File: src/rtl/sif_xa_master_if.sv
// SIF X-side access bundle: command and response valid/ready channels plus the X-port pins.
// The master modport faces the initiator; slave is the environment (command source, response sink, responder).
interface sif_xa_master_if #(
    parameter int ADDR_W = 16,
    parameter int DATA_W = 16
);
    logic              cmd_valid;
    logic              cmd_ready;
    logic              cmd_wr;
    logic [ADDR_W-1:0] cmd_addr;
    logic [DATA_W-1:0] cmd_data;
    logic              rsp_valid;
    logic              rsp_ready;
    logic [ADDR_W-1:0] rsp_addr;
    logic [DATA_W-1:0] rsp_data;
    logic [ADDR_W-1:0] xa_addr;
    logic [DATA_W-1:0] xa_data_wr;
    logic              xa_wr_s;
    logic              xa_rd_s;
    logic [DATA_W-1:0] xa_data_rd;

    modport master (
        input  cmd_valid, cmd_wr, cmd_addr, cmd_data, rsp_ready, xa_data_rd,
        output cmd_ready, rsp_valid, rsp_addr, rsp_data, xa_addr, xa_data_wr, xa_wr_s, xa_rd_s
    );

    modport slave (
        output cmd_valid, cmd_wr, cmd_addr, cmd_data, rsp_ready, xa_data_rd,
        input  cmd_ready, rsp_valid, rsp_addr, rsp_data, xa_addr, xa_data_wr, xa_wr_s, xa_rd_s
    );
endinterface

File: src/rtl/sif_xa_master.sv
// SIF X-port initiator: one command -> one registered strobe; reads answer RD_LAT+1 cycles after the strobe.
// Commands are refused while busy, responses hold until rsp_ready; SIF_XA_TXN_CNT_EN adds wr_cnt/rd_cnt.
module sif_xa_master #(
    parameter int ADDR_W  = 16,
    parameter int DATA_W  = 16,
    parameter int RD_LAT  = 2,
    parameter int GAP_CYC = 0
) (
    input  logic            clk,
    input  logic            rst,
    sif_xa_master_if.master bus,
    output logic            busy
`ifdef SIF_XA_TXN_CNT_EN
    ,
    output logic [15:0]     wr_cnt,
    output logic [15:0]     rd_cnt
`endif
);
    typedef enum logic [2:0] {IDLE, ISSUE, WAIT_RD, RSP, GAP} state_t;

    // Both counters run down to zero, so they are loaded one short of the cycle count they time.
    localparam logic [3:0] RD_LOAD  = 4'(RD_LAT - 1);
    localparam logic [3:0] GAP_LOAD = 4'(GAP_CYC - 1);
    localparam state_t     AFTER_TXN = (GAP_CYC > 0) ? GAP : IDLE;

    state_t            state_q, state_d;
    logic [3:0]        cnt_q, cnt_d;
    logic [ADDR_W-1:0] addr_q, addr_d;
    logic [DATA_W-1:0] wdat_q, wdat_d;
    logic [DATA_W-1:0] rdat_q, rdat_d;
    logic              wr_s_q, wr_s_d;
    logic              rd_s_q, rd_s_d;
    logic              cmd_acc;
    logic              rsp_hs;

    assign cmd_acc = bus.cmd_valid && bus.cmd_ready;
    assign rsp_hs  = (state_q == RSP) && bus.rsp_ready;

    always_ff @(posedge clk or posedge rst) begin
        if (rst) begin
            state_q <= IDLE;
            cnt_q   <= '0;
            addr_q  <= '0;
            wdat_q  <= '0;
            rdat_q  <= '0;
            wr_s_q  <= 1'b0;
            rd_s_q  <= 1'b0;
        end else begin
            state_q <= state_d;
            cnt_q   <= cnt_d;
            addr_q  <= addr_d;
            wdat_q  <= wdat_d;
            rdat_q  <= rdat_d;
            wr_s_q  <= wr_s_d;
            rd_s_q  <= rd_s_d;
        end
    end

    always_comb begin
        state_d = state_q;
        cnt_d   = cnt_q;
        addr_d  = addr_q;
        wdat_d  = wdat_q;
        rdat_d  = rdat_q;
        wr_s_d  = 1'b0;
        rd_s_d  = 1'b0;
        case (state_q)
            IDLE: begin
                if (cmd_acc) begin
                    addr_d  = bus.cmd_addr;
                    wdat_d  = bus.cmd_data;
                    wr_s_d  = bus.cmd_wr;
                    rd_s_d  = !bus.cmd_wr;
                    state_d = ISSUE;
                end
            end
            ISSUE: begin
                if (wr_s_q) begin
                    state_d = AFTER_TXN;
                    cnt_d   = GAP_LOAD;
                end else begin
                    state_d = WAIT_RD;
                    cnt_d   = RD_LOAD;
                end
            end
            // The cycle in which the counter reads zero is the one where xa_data_rd is valid.
            WAIT_RD: begin
                if (cnt_q == 4'd0) begin
                    rdat_d  = bus.xa_data_rd;
                    state_d = RSP;
                end else begin
                    cnt_d = cnt_q - 4'd1;
                end
            end
            RSP: begin
                if (rsp_hs) begin
                    state_d = AFTER_TXN;
                    cnt_d   = GAP_LOAD;
                end
            end
            GAP: begin
                if (cnt_q == 4'd0) begin
                    state_d = IDLE;
                end else begin
                    cnt_d = cnt_q - 4'd1;
                end
            end
            default: state_d = IDLE;
        endcase
    end

    assign bus.cmd_ready  = (state_q == IDLE) && !rst;
    assign bus.rsp_valid  = (state_q == RSP);
    assign bus.rsp_addr   = addr_q;
    assign bus.rsp_data   = rdat_q;
    assign bus.xa_addr    = addr_q;
    assign bus.xa_data_wr = wdat_q;
    assign bus.xa_wr_s    = wr_s_q;
    assign bus.xa_rd_s    = rd_s_q;
    assign busy           = (state_q != IDLE);

`ifdef SIF_XA_TXN_CNT_EN
    logic [15:0] wr_cnt_q;
    logic [15:0] rd_cnt_q;

    always_ff @(posedge clk or posedge rst) begin
        if (rst) begin
            wr_cnt_q <= '0;
            rd_cnt_q <= '0;
        end else begin
            if (wr_s_q) wr_cnt_q <= wr_cnt_q + 16'd1;
            if (rsp_hs) rd_cnt_q <= rd_cnt_q + 16'd1;
        end
    end

    assign wr_cnt = wr_cnt_q;
    assign rd_cnt = rd_cnt_q;
`endif
endmodule

File: src/flat_wrapper.sv
// flat-port wrapper written by rule: the top's interface ports become plain ports
module sif_xa_master_flat 
#(
    parameter int ADDR_W  = 16,
    parameter int DATA_W  = 16,
    parameter int RD_LAT  = 2,
    parameter int GAP_CYC = 0
)
  (clk, rst, busy, bus_cmd_valid, bus_cmd_wr, bus_cmd_addr, bus_cmd_data, bus_rsp_ready, bus_xa_data_rd, bus_cmd_ready, bus_rsp_valid, bus_rsp_addr, bus_rsp_data, bus_xa_addr, bus_xa_data_wr, bus_xa_wr_s, bus_xa_rd_s);
  sif_xa_master_if #(.ADDR_W(ADDR_W), .DATA_W(DATA_W)) bus_i ();
  input  logic clk;
  input  logic rst;
  output logic busy;
  input wire logic [$bits(bus_i.cmd_valid)-1:0] bus_cmd_valid;
  input wire logic [$bits(bus_i.cmd_wr)-1:0] bus_cmd_wr;
  input wire logic [$bits(bus_i.cmd_addr)-1:0] bus_cmd_addr;
  input wire logic [$bits(bus_i.cmd_data)-1:0] bus_cmd_data;
  input wire logic [$bits(bus_i.rsp_ready)-1:0] bus_rsp_ready;
  input wire logic [$bits(bus_i.xa_data_rd)-1:0] bus_xa_data_rd;
  output wire logic [$bits(bus_i.cmd_ready)-1:0] bus_cmd_ready;
  output wire logic [$bits(bus_i.rsp_valid)-1:0] bus_rsp_valid;
  output wire logic [$bits(bus_i.rsp_addr)-1:0] bus_rsp_addr;
  output wire logic [$bits(bus_i.rsp_data)-1:0] bus_rsp_data;
  output wire logic [$bits(bus_i.xa_addr)-1:0] bus_xa_addr;
  output wire logic [$bits(bus_i.xa_data_wr)-1:0] bus_xa_data_wr;
  output wire logic [$bits(bus_i.xa_wr_s)-1:0] bus_xa_wr_s;
  output wire logic [$bits(bus_i.xa_rd_s)-1:0] bus_xa_rd_s;
  assign bus_i.cmd_valid = bus_cmd_valid;
  assign bus_i.cmd_wr = bus_cmd_wr;
  assign bus_i.cmd_addr = bus_cmd_addr;
  assign bus_i.cmd_data = bus_cmd_data;
  assign bus_i.rsp_ready = bus_rsp_ready;
  assign bus_i.xa_data_rd = bus_xa_data_rd;
  assign bus_cmd_ready = bus_i.cmd_ready;
  assign bus_rsp_valid = bus_i.rsp_valid;
  assign bus_rsp_addr = bus_i.rsp_addr;
  assign bus_rsp_data = bus_i.rsp_data;
  assign bus_xa_addr = bus_i.xa_addr;
  assign bus_xa_data_wr = bus_i.xa_data_wr;
  assign bus_xa_wr_s = bus_i.xa_wr_s;
  assign bus_xa_rd_s = bus_i.xa_rd_s;
  sif_xa_master #(.ADDR_W(ADDR_W), .DATA_W(DATA_W), .RD_LAT(RD_LAT), .GAP_CYC(GAP_CYC)) u_core (.clk(clk), .rst(rst), .bus(bus_i), .busy(busy));
endmodule
File: config.mk
export PLATFORM = sky130hd
export DESIGN_NAME = sif_xa_master_flat
export DESIGN_NICKNAME = d
export VERILOG_FILES = /design/src/rtl/sif_xa_master_if.sv /design/src/rtl/sif_xa_master.sv /design/src/flat_wrapper.sv
export SDC_FILE = /design/constraint.sdc
export NUM_CORES = 1
export LEC_CHECK = 0
export BUFFER_PORTS_ARGS = -buffer_cell sky130_fd_sc_hd__buf_2
export CORE_AREA = 2 2 65 92
export DETAILED_ROUTE_END_ITERATION = 10
export DIE_AREA = 0 0 67 94
export PLACE_DENSITY = 0.77
export SYNTH_ARGS = -nofsm -noshare
export SYNTH_HDL_FRONTEND = slang
export SYNTH_SLANG_ARGS = --single-unit
export TNS_END_PERCENT = 100
File: constraint.sdc
create_clock -name clk -period 2.4 [get_ports clk]
set_input_delay 0.48 -clock clk [delete_from_list [all_inputs] [get_ports clk]]
set_output_delay 0.48 -clock clk [all_outputs]
set_load 0.01 [all_outputs]
Yosys cells after proc, flatten, opt, wreduce, memory -nomap -nowiden
Index checks and enable logic that the tools add are counted.
{ "word_totals": {"regBits": 57, "inputBits": 53, "output_inout_bits": 69, "elab_cells": 45} }
{ "classes": {"addsub": 1, "eq_ne": 9, "mux": 14, "n_reduce_logical": 14} }
{ "op_table": {"columns": ["op", "n"], "rows": [
  ["3-bit case mux with 5 select lines", 1],
  ["3-bit two-way mux", 4],
  ["4-bit two-way mux", 3],
  ["4-bit case mux with 3 select lines", 1],
  ["2-bit by 1-bit != test with 1-bit output (second input constant)", 4],
  ["3-bit by 2-bit == test with 1-bit output (second input constant)", 2],
  ["3-bit nonzero test", 2],
  ["4-bit logical NOT", 1],
  ["1-bit two-way mux", 4],
  ["2-bit AND reduction", 2],
  ["4-bit AND reduction", 1],
  ["4-bit by 1-bit subtractor with 4-bit output (second input constant)", 1],
  ["3-bit by 1-bit == test with 1-bit output (second input constant)", 1],
  ["3-bit == test (second input constant)", 1],
  ["1-bit logical AND", 3],
  ["3-bit logical NOT", 1],
  ["3-bit AND reduction", 1],
  ["1-bit logical NOT", 2],
  ["2-bit two-way mux", 1],
  ["2-bit != test (second input constant)", 1],
  ["2-bit OR reduction", 1]
]} }

Longest topological paths before layout
Gate-level depths: netlist (run 1).
{ "depth": {"ltp_word": 5, "depth_mapped": 6, "mapped_depth_nobuf": 5} }

Least setup slack after synthesis (run 1)
Ideal clock, no wire load.
{ "synth_timing": {"path_type": "reg-to-reg", "from": "reg u_core.cnt_q[0]", "to": "reg u_core.cnt_q[1]", "setup_time_ns": 0.125, "arrival_time_ns": 1.644, "required_time_ns": 2.275, "slack_ns": 0.631, "stages_incl_launch_ff": 6, "path_buffers": 0, "period_less_slack_ns": 1.769, "path_cell_list": "dfrtp_1 inv_1 ha_1 or3b_2 a22oi_1 mux2_2"} }
{ "synth_between": {"elab_chain_len": 3, "elab_cells_between_ends": 6, "classes_between": "add/sub (1); eq/ne (1); mux (2); reduce/logical (2)"} }
{ "synth_lines": {"columns": ["item", "line", "source"], "rows": [
  ["start: declaration", "sif_xa_master.sv:27", "logic [3:0] cnt_q, cnt_d;"],
  ["start signal: assignment", "sif_xa_master.sv:50", "cnt_q <= cnt_d;"],
  ["4-bit by 1-bit subtractor with 4-bit output / 4-bit logical NOT (equally long branches)", null, null],
  ["4-bit two-way mux / 2-bit != test (equally long branches)", null, null],
  ["4-bit case mux with 3 select lines / 3-bit AND reduction (equally long branches)", null, null]
]} }
Parallel ways exist; a longest one is shown, timed or not. The select of a mux whose other input is x is not followed.
A chain may end at the register's enable or synchronous reset.

Final worst setup path (run 1)
{ "layout_timing": {"from": "reg u_core.state_q[0]", "to": "out bus_cmd_ready"} }
{ "layout_between": {"elab_chain_len": 2} }
{ "layout_lines": {"columns": ["item", "line", "source"], "rows": [
  ["start: declaration", "sif_xa_master.sv:26", "state_t state_q, state_d;"],
  ["start signal: assignment", "sif_xa_master.sv:49", "state_q <= state_d;"],
  ["3-bit logical NOT", "sif_xa_master.sv:112", "assign bus.cmd_ready = (state_q == IDLE) && !rst;"],
  ["1-bit logical AND", "sif_xa_master.sv:112", null],
  ["end: declaration", "flat_wrapper.sv:20", "output wire logic [$bits(bus_i.cmd_ready)-1:0] bus_cmd_ready;"]
]} }
Every way passes these cells.

==> impl_metrics.env, run 1 <==
export IMPL_status="finished, final reports clean"
export IMPL_crit_path_end_kind="primary output"
export IMPL_post_detailed_route_wirelength_per_cell_um=13.7
export IMPL_final_antenna_net_count=0
export IMPL_worst_ir_drop_vdd_v=0.000666
export IMPL_post_cts_resized_instances=0
export IMPL_post_place_ws_ns=0.503
export IMPL_timing_worst_slew_pin_value_ns=0.472
export IMPL_class_of_the_tightest_hold_or_removal_check="input port to async pin"
export IMPL_cell_area_after_synthesis_um2=2400
export IMPL_antenna_diode_count=0
export IMPL_number_of_global_route_vias_before_repair=1618
export IMPL_layout_area_seq_um2=1400
export IMPL_area_growth_synth_to_final_pct=26.1
export IMPL_timing_clock_skew_ns=0.0110
export IMPL_grt_first_pass_wirelength_um=7130
export IMPL_fmax_achieved_mhz=507
export IMPL_synthSimpleGateAreaFrac=0.0522
export IMPL_critPathBufInv=1
export IMPL_synth_area_mux_share=0.230
export IMPL_tritoncts_num_sinks=56
export IMPL_final_cell_count_no_fill=340
export IMPL_cp_cell_sequence="or2_2 > nor2_1 > buf_2"
export IMPL_timing_final_setup_violations=0
export IMPL_timing_worst_setup_path_type="register to primary output"
export IMPL_post_synth_xor_area_fraction=0.00366
export IMPL_timing_max_slew_rel_slack=0.685
export IMPL_h_tree_depth=2
export IMPL_crit_family="flip-flops"
export IMPL_cts_max_path_buffers=2
export IMPL_fp_dieH_um=94
export IMPL_synth_top_family_by_area="multiplexers"
export IMPL_timing_critical_path_required_ns=1.92
export IMPL_gr_usage_all_layers=0.148
export IMPL_power_density_nw_per_um2=1300
export IMPL_initial_utilization=0.440
export IMPL_drt_pass1_iter_count=4
export IMPL_fp_coreArea_um2=5450
export IMPL_drc=0
export IMPL_hold_worst_slack_ns=0.207
export IMPL_fp_rows=32
export IMPL_most_common_layout_cells="sky130_fd_sc_hd__buf_2, sky130_fd_sc_hd__dfrtp_1, sky130_fd_sc_hd__mux2_2, sky130_fd_sc_hd__clkbuf_8, sky130_fd_sc_hd__a21oi_1"
export IMPL_yosys_warnings=0
export IMPL_gp_congestion=0.844
export IMPL_route_final_wire_length_um=4650
export IMPL_fin_crit_sh=0.821
export IMPL_placed_cells_incl_taps=333
export IMPL_numPortBuffers=121
export IMPL_post_route_worst_setup_slack_ns=0.429
export IMPL_yosys_register_bits=56
export IMPL_layout_min_cycle_time_ns=1.97
export IMPL_synthesis_nets=219
export IMPL_max_stage_delay_ns=0.56
export IMPL_cts_tree="done"
export IMPL_p_leak_nw=1.51
export IMPL_critPathMaxFanout=15
export IMPL_postSynthCellCount=164
export IMPL_critPathLaunchType="register"
export IMPL_drive_gt1_frac=0.676
export IMPL_synth_cell_types=30
export IMPL_number_of_antenna_violations_at_the_first_check_in_global_routing=0
export IMPL_finalMaxSlewViolations=0
export IMPL_grt_overflow_total=0
export IMPL_totalNegativeSetupSlack_ns=0
export IMPL_mostFrequentLayoutCell="sky130_fd_sc_hd__buf_2"
export IMPL_die_x_um=67
export IMPL_post_synth_cell_area_avg_um2=14.6
export IMPL_worstSkewPairLatency_ns=0.30
export IMPL_design_die_area_um2=6300
export IMPL_finalHoldViolations=0
export IMPL_drt_vias_per_instance=4.89
export IMPL_layout_nets=327
export IMPL_cts_hold_buffers_added=0
export IMPL_routed_via_count=1664
export IMPL_adder_cell_share_of_the_synthesized_area=0.0104
export IMPL_path_clk_slew_ns=0.10
export IMPL_number_of_max_cap_violations=0
export IMPL_synth_compound_gate_area_share=0.0381
export IMPL_dp_hpwl_um=3600
export IMPL_cts_root_buffer="sky130_fd_sc_hd__clkbuf_8"
export IMPL_i_o_pin_count=122
export IMPL_synth_seq_area_share=0.585
export IMPL_cpMaxStageDelayCell="sky130_fd_sc_hd__dfrtp_1"
export IMPL_cts_inserted_buffers=5
export IMPL_n_fill_cell=481
export IMPL_post_cts_buffers=0
export IMPL_drt_initial_violations=50
export IMPL_area_used_by_multi_input_combinational_logic_um2=802
export IMPL_grt_start_max_net_pins=37
export IMPL_worst_ep_arrival_time_ns=1.49
export IMPL_rsz0062_at_grt="no"
[layer usage]
| layer | global-route usage | share of wire | vias up |
|---|---|---|---|
| li1 | - | - | 770 |
| met4 | 0.0544 | 0.014 | 0 |
| met5 | 0 | 0 | - |
| met1 | 0.156 | 0.36 | 807 |
| met2 | 0.270 | 0.54 | 81 |
| met3 | 0.0420 | 0.086 | 6 |
[state kept, by name, indices dropped and copies added (netlist names)]
| signal | cells |
|---|---|
| u_core.bus.rsp_addr | 16 |
| u_core.bus.rsp_data | 16 |
| u_core.bus.xa_data_wr | 16 |
| u_core.bus.xa_rd_s | 1 |
| u_core.bus.xa_wr_s | 1 |
| u_core.cnt_q | 4 |
| u_core.state_q | 2 |
[area by class of cell]
type | count | area share
clock buffer | 5 | 0.0228
timing repair buffer | 124 | 0.212
multi-input combinational | 82 | 0.265
inverter | 3 | 0.00373
sequential | 56 | 0.464
clock inverter | 2 | 0.00414
tap | 68 | 0.0282
[cells in the mapped netlist]
master	count	area share
sky130_fd_sc_hd__a211oi_1	2	0.0063
sky130_fd_sc_hd__a21oi_1	4	0.0084
sky130_fd_sc_hd__a221oi_1	2	0.0073
sky130_fd_sc_hd__a22o_1	1	0.0037
sky130_fd_sc_hd__a22oi_1	1	0.0031
sky130_fd_sc_hd__a2bb2oi_1	1	0.0037
sky130_fd_sc_hd__a31oi_1	1	0.0026
sky130_fd_sc_hd__and2_1	2	0.0052
sky130_fd_sc_hd__buf_2	1	0.0021
sky130_fd_sc_hd__buf_4	17	0.053
sky130_fd_sc_hd__buf_6	4	0.019
sky130_fd_sc_hd__clkbuf_1	1	0.0016
sky130_fd_sc_hd__dfrtp_1	56	0.58
sky130_fd_sc_hd__ha_1	2	0.010
sky130_fd_sc_hd__inv_1	3	0.0047
sky130_fd_sc_hd__mux2_1	3	0.014
sky130_fd_sc_hd__mux2_2	46	0.22
sky130_fd_sc_hd__nand2_1	1	0.0016
sky130_fd_sc_hd__nand2_2	1	0.0026
sky130_fd_sc_hd__nand2b_1	2	0.0052
sky130_fd_sc_hd__nand3_1	1	0.0021
sky130_fd_sc_hd__nor2_1	2	0.0031
sky130_fd_sc_hd__nor2b_1	2	0.0052
sky130_fd_sc_hd__nor3_1	1	0.0021
sky130_fd_sc_hd__nor3b_2	1	0.0052
sky130_fd_sc_hd__nor4b_4	1	0.0099
sky130_fd_sc_hd__o31ai_1	1	0.0031
sky130_fd_sc_hd__or2_2	1	0.0026
sky130_fd_sc_hd__or3b_2	2	0.0073
sky130_fd_sc_hd__xnor2_1	1	0.0037
[through the flow]
stage | instance area, µm² | power, W | util
2_1_floorplan | 2400 | 0.00294 | -
5_1_grt | 3020 | 0.00421 | 0.555
3_3_place_gp | 2940 | 0.00342 | 0.540
6_report | 3020 | 0.00393 | 0.555
4_1_cts | 3020 | 0.00398 | 0.555
3_5_place_dp | 2940 | 0.00349 | 0.540
[path summary, 6_finish.rpt]
| kind | from | endpoint | slack, ns | cells past startpoint |
|---|---|---|---|---|
| worst min-delay path | rst | u_core.bus.rsp_addr[0] | 0.21 | 2 |
| worst max register to register | u_core.state_q[0] | u_core.bus.rsp_data[3] | 0.48 | 3 |
| max in group asynchronous | rst | u_core.cnt_q[0] | 1.65 | 3 |
| min in group clk | bus_cmd_wr | u_core.bus.xa_rd_s | 0.33 | 2 |
| worst min register to register | u_core.bus.xa_data_wr[4] | u_core.bus.xa_data_wr[4] | 0.49 | 1 |
| worst max-delay path | u_core.state_q[0] | bus_cmd_ready | 0.43 | 3 |
[cells by family after synthesis]
group,count (synthesis)
multiplexers,49
adder cells (fa/ha/maj),2
XOR/XNOR,1
AND/OR/NAND/NOR,17
AO/OA/AOI/OAI,13
buffers and inverters,26
flip-flops,56
[worst register-to-register path, stage by stage, from the launching register on]
cell and delay [ns]:
sky130_fd_sc_hd__dfrtp_1 0.56, sky130_fd_sc_hd__nor2b_1 0.47, sky130_fd_sc_hd__nand2_2 0.35, sky130_fd_sc_hd__mux2_1 0.42
[report_power, final]
group          internal, W  total [W]  switching (W)
Sequential         0.00141    0.00173       0.000320
Combinational     0.000906    0.00171       0.000804
Clock             0.000198   0.000485       0.000287
No activity file was read; power rests on OpenSTA's default activity.
==> run 2, diff against run 1 <==
--- a/config.mk
+++ b/config.mk
@@ -6,10 +6,10 @@
 export NUM_CORES = 1
 export LEC_CHECK = 0
 export BUFFER_PORTS_ARGS = -buffer_cell sky130_fd_sc_hd__buf_2
-export CORE_AREA = 2 2 65 92
+export CORE_AREA = 2 2 68 96
 export DETAILED_ROUTE_END_ITERATION = 10
-export DIE_AREA = 0 0 67 94
-export PLACE_DENSITY = 0.77
+export DIE_AREA = 0 0 70 98
+export PLACE_DENSITY = 0.74
 export SYNTH_ARGS = -nofsm -noshare
 export SYNTH_HDL_FRONTEND = slang
 export SYNTH_SLANG_ARGS = --single-unit
==> constraint.sdc (replaced) <==
create_clock -name clk -period 1.7 [get_ports clk]
set_input_delay 0.34 -clock clk [delete_from_list [all_inputs] [get_ports clk]]
set_output_delay 0.34 -clock clk [all_outputs]
set_load 0.01 [all_outputs]
==> impl_metrics.env, run 2 (same netlist as run 1, synthesis figures left out) <==
export IMPL_class_of_the_tightest_hold_or_removal_check="input port to async pin"
export IMPL_dp_hpwl_um=3520
export IMPL_gr_usage_all_layers=0.137
export IMPL_worstSkewPairLatency_ns=0.30
export IMPL_final_core_utilization=0.522
export IMPL_mostFrequentLayoutCell="sky130_fd_sc_hd__buf_2"
export IMPL_cts_root_buffer="sky130_fd_sc_hd__clkbuf_8"
export IMPL_drive_gt1_frac=0.704
export IMPL_antenna_diode_count=0
export IMPL_drc=0
export IMPL_switching_power_w=0.00201
export IMPL_area_growth_synth_to_final_pct=31.7
export IMPL_power_density_nw_per_um2=1850
export IMPL_layout_nets=339
export IMPL_timing_worst_slew_pin_value_ns=0.369
export IMPL_p_leak_nw=1.58
export IMPL_grt_overflow_total=0
export IMPL_final_cell_count_no_fill=356
export IMPL_postPlaceCellArea_um2=3000
export IMPL_max_stage_delay_ns=0.41
export IMPL_number_of_max_cap_violations=0
export IMPL_timing_final_setup_violations=0
export IMPL_swShare=0.344
export IMPL_share_clk_of_total_power=0.129
export IMPL_fp_coreArea_um2=6040
export IMPL_totalNegativeSetupSlack_ns=0
export IMPL_fp_dieH_um=98
export IMPL_cp_cell_sequence="inv_2 > ha_2 > or3b_4 > a22oi_2 > mux2_4"
export IMPL_routed_via_count=1702
export IMPL_post_detailed_route_wirelength_per_cell_um=12.7
export IMPL_finalHoldViolations=0
export IMPL_fmax_achieved_mhz=613
export IMPL_worst_ir_drop_vdd_v=0.000767
export IMPL_initial_utilization=0.397
export IMPL_timing_max_slew_rel_slack=0.754
export IMPL_final_antenna_net_count=0
export IMPL_totalPowerFinal_w=0.00584
export IMPL_die_x_um=70
export IMPL_fin_crit_sh=0.960
export IMPL_finalMaxSlewViolations=0
export IMPL_cts_tree="done"
export IMPL_critPathLaunchType="register"
export IMPL_timing_clock_skew_ns=0.00228
export IMPL_cpMaxStageDelayCell="sky130_fd_sc_hd__dfrtp_1"
export IMPL_layout_min_cycle_time_ns=1.63
export IMPL_status="finished, final reports clean"
export IMPL_gp_congestion=0.805
export IMPL_h_tree_depth=2
export IMPL_numPortBuffers=121
export IMPL_worst_ep_arrival_time_ns=1.82
export IMPL_fin_area_um2=3160
export IMPL_power_share_sequential=0.405
export IMPL_placed_cells_incl_taps=344
export IMPL_cellInternalPower_w=0.00383
export IMPL_most_common_layout_cells="sky130_fd_sc_hd__buf_2, sky130_fd_sc_hd__dfrtp_1, sky130_fd_sc_hd__mux2_2, sky130_fd_sc_hd__buf_4, sky130_fd_sc_hd__clkbuf_8"
export IMPL_cts_max_path_buffers=2
export IMPL_n_fill_cell=539
export IMPL_drt_vias_per_instance=4.78
export IMPL_tritoncts_num_sinks=56
export IMPL_grt_first_pass_wirelength_um=7710
export IMPL_rsz0062_at_grt="no"
export IMPL_number_of_global_route_vias_before_repair=1698
export IMPL_combinational_group_share_of_total_power=0.467
export IMPL_i_o_pin_count=122
export IMPL_design_die_area_um2=6860
export IMPL_route_final_wire_length_um=4510
export IMPL_timing_critical_path_required_ns=1.89
export IMPL_number_of_antenna_violations_at_the_first_check_in_global_routing=0
export IMPL_drt_initial_violations=26
export IMPL_cts_inserted_buffers=5
export IMPL_crit_path_end_kind="register"
export IMPL_path_clk_slew_ns=0.09
export IMPL_cts_hold_buffers_added=0
export IMPL_timing_worst_setup_path_type="register to register"
export IMPL_fp_rows=34
export IMPL_drt_pass1_iter_count=4
export IMPL_grt_start_max_net_pins=30
export IMPL_critPathMaxFanout=3
-- run 2: cell types whose count changed in the layout (fill, tap and decap cells not counted), sizes merged --
cell,previous run,this run
buf,124,136
clkbuf,5,7
clkinv,1,0
inv,3,2
-- run 2: worst paths after layout --
kind / end / cells after the start / slack, ns / start
worst max-delay path: u_core.cnt_q[1] / 5 / 0.07 / u_core.cnt_q[1]
worst min register to register: u_core.bus.xa_data_wr[5] / 1 / 0.49 / u_core.bus.xa_data_wr[5]
min in group clk: u_core.bus.xa_rd_s / 2 / 0.19 / bus_cmd_wr
max in group asynchronous: u_core.bus.rsp_data[12] / 3 / 1.26 / rst
worst min-delay path: u_core.bus.rsp_addr[13] / 3 / 0.15 / rst
worst max register to register: u_core.cnt_q[1] / 5 / 0.07 / u_core.cnt_q[1]
-- run 2: area by class of cell --
class	count	area, µm²	share of cell area
tap	72	90.1	0.0285
timing repair buffer	136	729	0.231
clock buffer	7	96.3	0.0305
inverter	3	15.0	0.00476
sequential	56	1400	0.444
multi-input combinational	82	823	0.261
-- run 2: through the flow --
stage	hold slack, ns	setup WS (ns)
floorplan	0.406	0.0566
global placement	0.464	0.0617
detailed placement	0.472	0.0177
CTS	0.159	0.00342
global route	0.178	0.000969
finish	0.148	0.0680
-- run 2: worst max-delay path: cells and delay by family (launching register included) --
kind / cells / cell delay (ns)
AO/OA/AOI/OAI: 1 / 0.18
buffers and inverters: 1 / 0.06
AND/OR/NAND/NOR: 1 / 0.39
multiplexers: 1 / 0.32
flip-flops: 1 / 0.41
adder cells (fa/ha/maj): 1 / 0.17
-- run 2: power groups by stage --
stage          Combinational, W  Sequential [W]  Clock, W
3_5_place_dp            0.00262         0.00240         0
3_3_place_gp            0.00256         0.00237         0
2_1_floorplan           0.00149         0.00268         0
4_1_cts                 0.00271         0.00237  0.000792
6_report                0.00273         0.00236  0.000751
5_1_grt                 0.00296         0.00248  0.000836
-- run 2: metal layers --
metal | global-route usage | wire length, µm
met1 | 0.164 | 1720
met2 | 0.242 | 2360
met3 | 0.0279 | 360
met4 | 0.0488 | 77
met5 | 0 | 0
-- run 2: what timing repair did --
| item | in CTS | in global routing |
|---|---|---|
| gates resized for setup | 2 | 7 |
| pin swaps | 0 | 3 |
| setup endpoints to repair | 2 | 28 |
| buffers inserted | 4 | 1 |
==> run 3, diff against run 2 <==
--- a/config.mk
+++ b/config.mk
@@ -5,11 +5,12 @@
 export SDC_FILE = /design/constraint.sdc
 export NUM_CORES = 1
 export LEC_CHECK = 0
+export ABC_AREA = 1
 export BUFFER_PORTS_ARGS = -buffer_cell sky130_fd_sc_hd__buf_2
-export CORE_AREA = 2 2 68 96
+export CORE_AREA = 2 2 69 97
 export DETAILED_ROUTE_END_ITERATION = 10
-export DIE_AREA = 0 0 70 98
-export PLACE_DENSITY = 0.74
+export DIE_AREA = 0 0 71 99
+export PLACE_DENSITY = 0.73
 export SYNTH_ARGS = -nofsm -noshare
 export SYNTH_HDL_FRONTEND = slang
 export SYNTH_SLANG_ARGS = --single-unit
==> impl_metrics.env, run 3 <==
export IMPL_class_of_the_tightest_hold_or_removal_check="input port to async pin"
export IMPL_synth_area_mux_share=0
export IMPL_worst_ir_drop_vdd_v=0.000711
export IMPL_worstSkewPairLatency_ns=0.31
export IMPL_route_final_wire_length_um=5270
export IMPL_synthSimpleGateAreaFrac=0.303
export IMPL_grt_start_max_net_pins=33
export IMPL_timing_clock_skew_ns=0.00753
export IMPL_numPortBuffers=121
export IMPL_fmax_achieved_mhz=633
export IMPL_placed_cells_incl_taps=450
export IMPL_timing_worst_setup_path_type="register to primary output"
export IMPL_drt_initial_violations=97
export IMPL_reg2reg_from="u_core.state_q[0]"
export IMPL_cts_root_buffer="sky130_fd_sc_hd__clkbuf_8"
export IMPL_yosys_top_cells_count="sky130_fd_sc_hd__nand2_1, sky130_fd_sc_hd__dfrtp_1, sky130_fd_sc_hd__buf_4, sky130_fd_sc_hd__nand3_1, sky130_fd_sc_hd__nor2_1"
export IMPL_swShare=0.407
export IMPL_fp_dieH_um=99
export IMPL_post_synth_xor_area_fraction=0.00361
export IMPL_fin_crit_sh=0.929
export IMPL_drt_vias_per_instance=4.57
export IMPL_netlist_top_cells_area="sky130_fd_sc_hd__dfrtp_1, sky130_fd_sc_hd__nand2_1, sky130_fd_sc_hd__buf_4"
export IMPL_netlist_top_cell_by_area="sky130_fd_sc_hd__dfrtp_1"
export IMPL_timing_max_slew_rel_slack=0.703
export IMPL_cpMaxStageDelayCell="sky130_fd_sc_hd__dfrtp_1"
export IMPL_grt_overflow_total=0
export IMPL_initial_utilization=0.393
export IMPL_final_core_utilization=0.499
export IMPL_r2r_setup_slack_ns=0.27
export IMPL_postPlaceCellArea_um2=2980
export IMPL_totalNegativeSetupSlack_ns=0
export IMPL_synth_seq_area_share=0.578
export IMPL_synth_cell_types=22
export IMPL_antenna_diode_count=0
export IMPL_post_synth_cell_area_avg_um2=8.73
export IMPL_layout_nets=440
export IMPL_power_share_sequential=0.419
export IMPL_adder_cell_share_of_the_synthesized_area=0.0103
export IMPL_most_common_layout_cells="sky130_fd_sc_hd__nand2_1, sky130_fd_sc_hd__buf_2, sky130_fd_sc_hd__dfrtp_1, sky130_fd_sc_hd__nand3_1, sky130_fd_sc_hd__nor2_1"
export IMPL_cellInternalPower_w=0.00335
export IMPL_timing_critical_path_required_ns=1.36
export IMPL_h_tree_depth=2
export IMPL_share_clk_of_total_power=0.136
export IMPL_finalHoldViolations=0
export IMPL_cell_area_after_synthesis_um2=2430
export IMPL_gp_congestion=0.787
export IMPL_synth_enable_flop_cells=0
export IMPL_post_synth_top_count_cell="sky130_fd_sc_hd__nand2_1"
export IMPL_switching_power_w=0.00230
export IMPL_cts_hold_buffers_added=0
export IMPL_combinational_group_share_of_total_power=0.444
export IMPL_rsz0062_at_grt="no"
export IMPL_critPathLaunchType="register"
export IMPL_area_growth_synth_to_final_pct=26.9
export IMPL_synth_compound_gate_area_share=0.00928
export IMPL_mostFrequentLayoutCell="sky130_fd_sc_hd__nand2_1"
export IMPL_fp_coreArea_um2=6170
export IMPL_die_x_um=71
export IMPL_synth_top_family_by_area="simple AND/OR/NAND/NOR gates"
export IMPL_path_clk_slew_ns=0.10
export IMPL_synth_top_flop_cell="sky130_fd_sc_hd__dfrtp_1"
export IMPL_drive_gt1_frac=0.373
export IMPL_ys_async_sr_fraction=1.00
export IMPL_status="finished, final reports clean"
export IMPL_yosys_register_bits=56
export IMPL_routed_via_count=2091
export IMPL_post_detailed_route_wirelength_per_cell_um=11.5
export IMPL_yosys_area_top_type_share=0.578
export IMPL_timing_worst_slew_pin_value_ns=0.445
export IMPL_finalMaxSlewViolations=0
export IMPL_yosys_warnings=0
export IMPL_postSynthCellCount=278
export IMPL_critical_path_top_cell_by_count="sky130_fd_sc_hd__nor2_4"
export IMPL_drt_pass1_iter_count=4
export IMPL_rr_endpoint="u_core.bus.rsp_addr[3]"
export IMPL_gr_usage_all_layers=0.155
export IMPL_crit_path_end_kind="primary output"
export IMPL_worst_ep_arrival_time_ns=1.24
export IMPL_cts_inserted_buffers=5
export IMPL_p_leak_nw=1.84
export IMPL_crit_family="flip-flops"
export IMPL_critPathBufInv=2
export IMPL_dp_hpwl_um=4020
export IMPL_tritoncts_num_sinks=56
export IMPL_cp_cell_sequence="nor2_4 > inv_2 > nor2_4 > buf_2"
export IMPL_grt_first_pass_wirelength_um=8800
export IMPL_i_o_pin_count=122
export IMPL_post_cts_resized_instances=0
export IMPL_final_antenna_net_count=0
export IMPL_number_of_antenna_violations_at_the_first_check_in_global_routing=0
export IMPL_design_die_area_um2=7030
export IMPL_timing_final_setup_violations=0
export IMPL_post_cts_buffers=0
export IMPL_cts_tree="done"
export IMPL_cts_max_path_buffers=2
export IMPL_drc=0
export IMPL_number_of_global_route_vias_before_repair=1956
export IMPL_fin_area_um2=3080
export IMPL_layout_min_cycle_time_ns=1.58
export IMPL_critPathMaxFanout=4
export IMPL_power_density_nw_per_um2=1830
export IMPL_fp_rows=34
export IMPL_number_of_max_cap_violations=0
export IMPL_synthesis_nets=333
export IMPL_max_stage_delay_ns=0.45
export IMPL_final_cell_count_no_fill=458
export IMPL_r2r_worst_path_cells=7
[run 3: cell count changes after synthesis, moves of 3 or more]
cell	before	now
sky130_fd_sc_hd__nand2_1	1	144
sky130_fd_sc_hd__mux2_2	46	0
sky130_fd_sc_hd__nand3_1	1	18
sky130_fd_sc_hd__nor2_1	2	9
sky130_fd_sc_hd__buf_2	1	5
sky130_fd_sc_hd__inv_1	3	7
sky130_fd_sc_hd__a21oi_1	4	1
sky130_fd_sc_hd__mux2_1	3	0
[run 3: through the flow]
step	power [W]	hold WS [ns]	setup WS [ns]
global placement	0.00486	0.458	0.324
finish	0.00565	0.142	0.121
detailed placement	0.00495	0.465	0.255
global route	0.00613	0.164	0.0885
CTS	0.00573	0.151	0.116
floorplan	0.00408	0.406	0.448
[run 3: how the worst max path moves through the flow]
stage | cells after the start | slack, ns | to | from
floorplan | 7 | 0.45 | u_core.bus.rsp_addr[0] | u_core.state_q[0]
global placement | 7 | 0.32 | u_core.bus.rsp_addr[11] | u_core.state_q[0]
detailed placement | 7 | 0.25 | u_core.bus.rsp_addr[3] | u_core.state_q[0]
CTS | 4 | 0.12 | bus_cmd_ready | u_core.state_q[0]
global route | 6 | 0.09 | u_core.bus.rsp_data[8] | u_core.cnt_q[0]
finish | 4 | 0.12 | bus_cmd_ready | u_core.state_q[0]
[run 3: area by class of cell]
| class | instances | area (µm²) |
|---|---|---|
| clock buffers | 6 | 82.6 |
| fillers | 611 | 3090 |
| clock inverters | 2 | 13.8 |
| flip-flops and latches | 56 | 1400 |
| well taps | 72 | 90.1 |
| multi-input cells | 186 | 791 |
| inverters | 10 | 43.8 |
| repair buffers | 126 | 656 |
[run 3: kinds of logic (layout without fill, tap and decap cells)]
family,count (synthesis),after routing
AOI/OAI and AO/OA,4,4
xor gates and xnor gates,1,1
adders and majority gates,2,2
buffers and inverters,36,144
DFF,56,56
and+or+nand+nor,179,179
[run 3: routing by layer]
| metal | track usage | part of all wire | vias to the layer above |
|---|---|---|---|
| met5 | 0 | 0 | - |
| met4 | 0.0493 | 0.016 | 0 |
| met3 | 0.0327 | 0.058 | 7 |
| met2 | 0.280 | 0.53 | 79 |
| met1 | 0.183 | 0.39 | 965 |
| li1 | - | - | 1040 |
[run 3: worst reg2reg max path, stage by stage (launching register included)]
cell	delay (ns)
sky130_fd_sc_hd__dfrtp_1	0.45
sky130_fd_sc_hd__nor2_4	0.17
sky130_fd_sc_hd__inv_2	0.06
sky130_fd_sc_hd__nor2_4	0.11
sky130_fd_sc_hd__nand2_4	0.14
sky130_fd_sc_hd__inv_4	0.28
sky130_fd_sc_hd__nand2_1	0.11
sky130_fd_sc_hd__nand2_1	0.07
[run 3: power by group through the flow]
stage          registers [W]  clock network [W]  logic [W]
2_1_floorplan        0.00262                  0    0.00146
3_3_place_gp         0.00237                  0    0.00249
5_1_grt              0.00245           0.000846    0.00283
6_report             0.00237           0.000770    0.00251
4_1_cts              0.00237           0.000794    0.00256
3_5_place_dp         0.00238                  0    0.00257
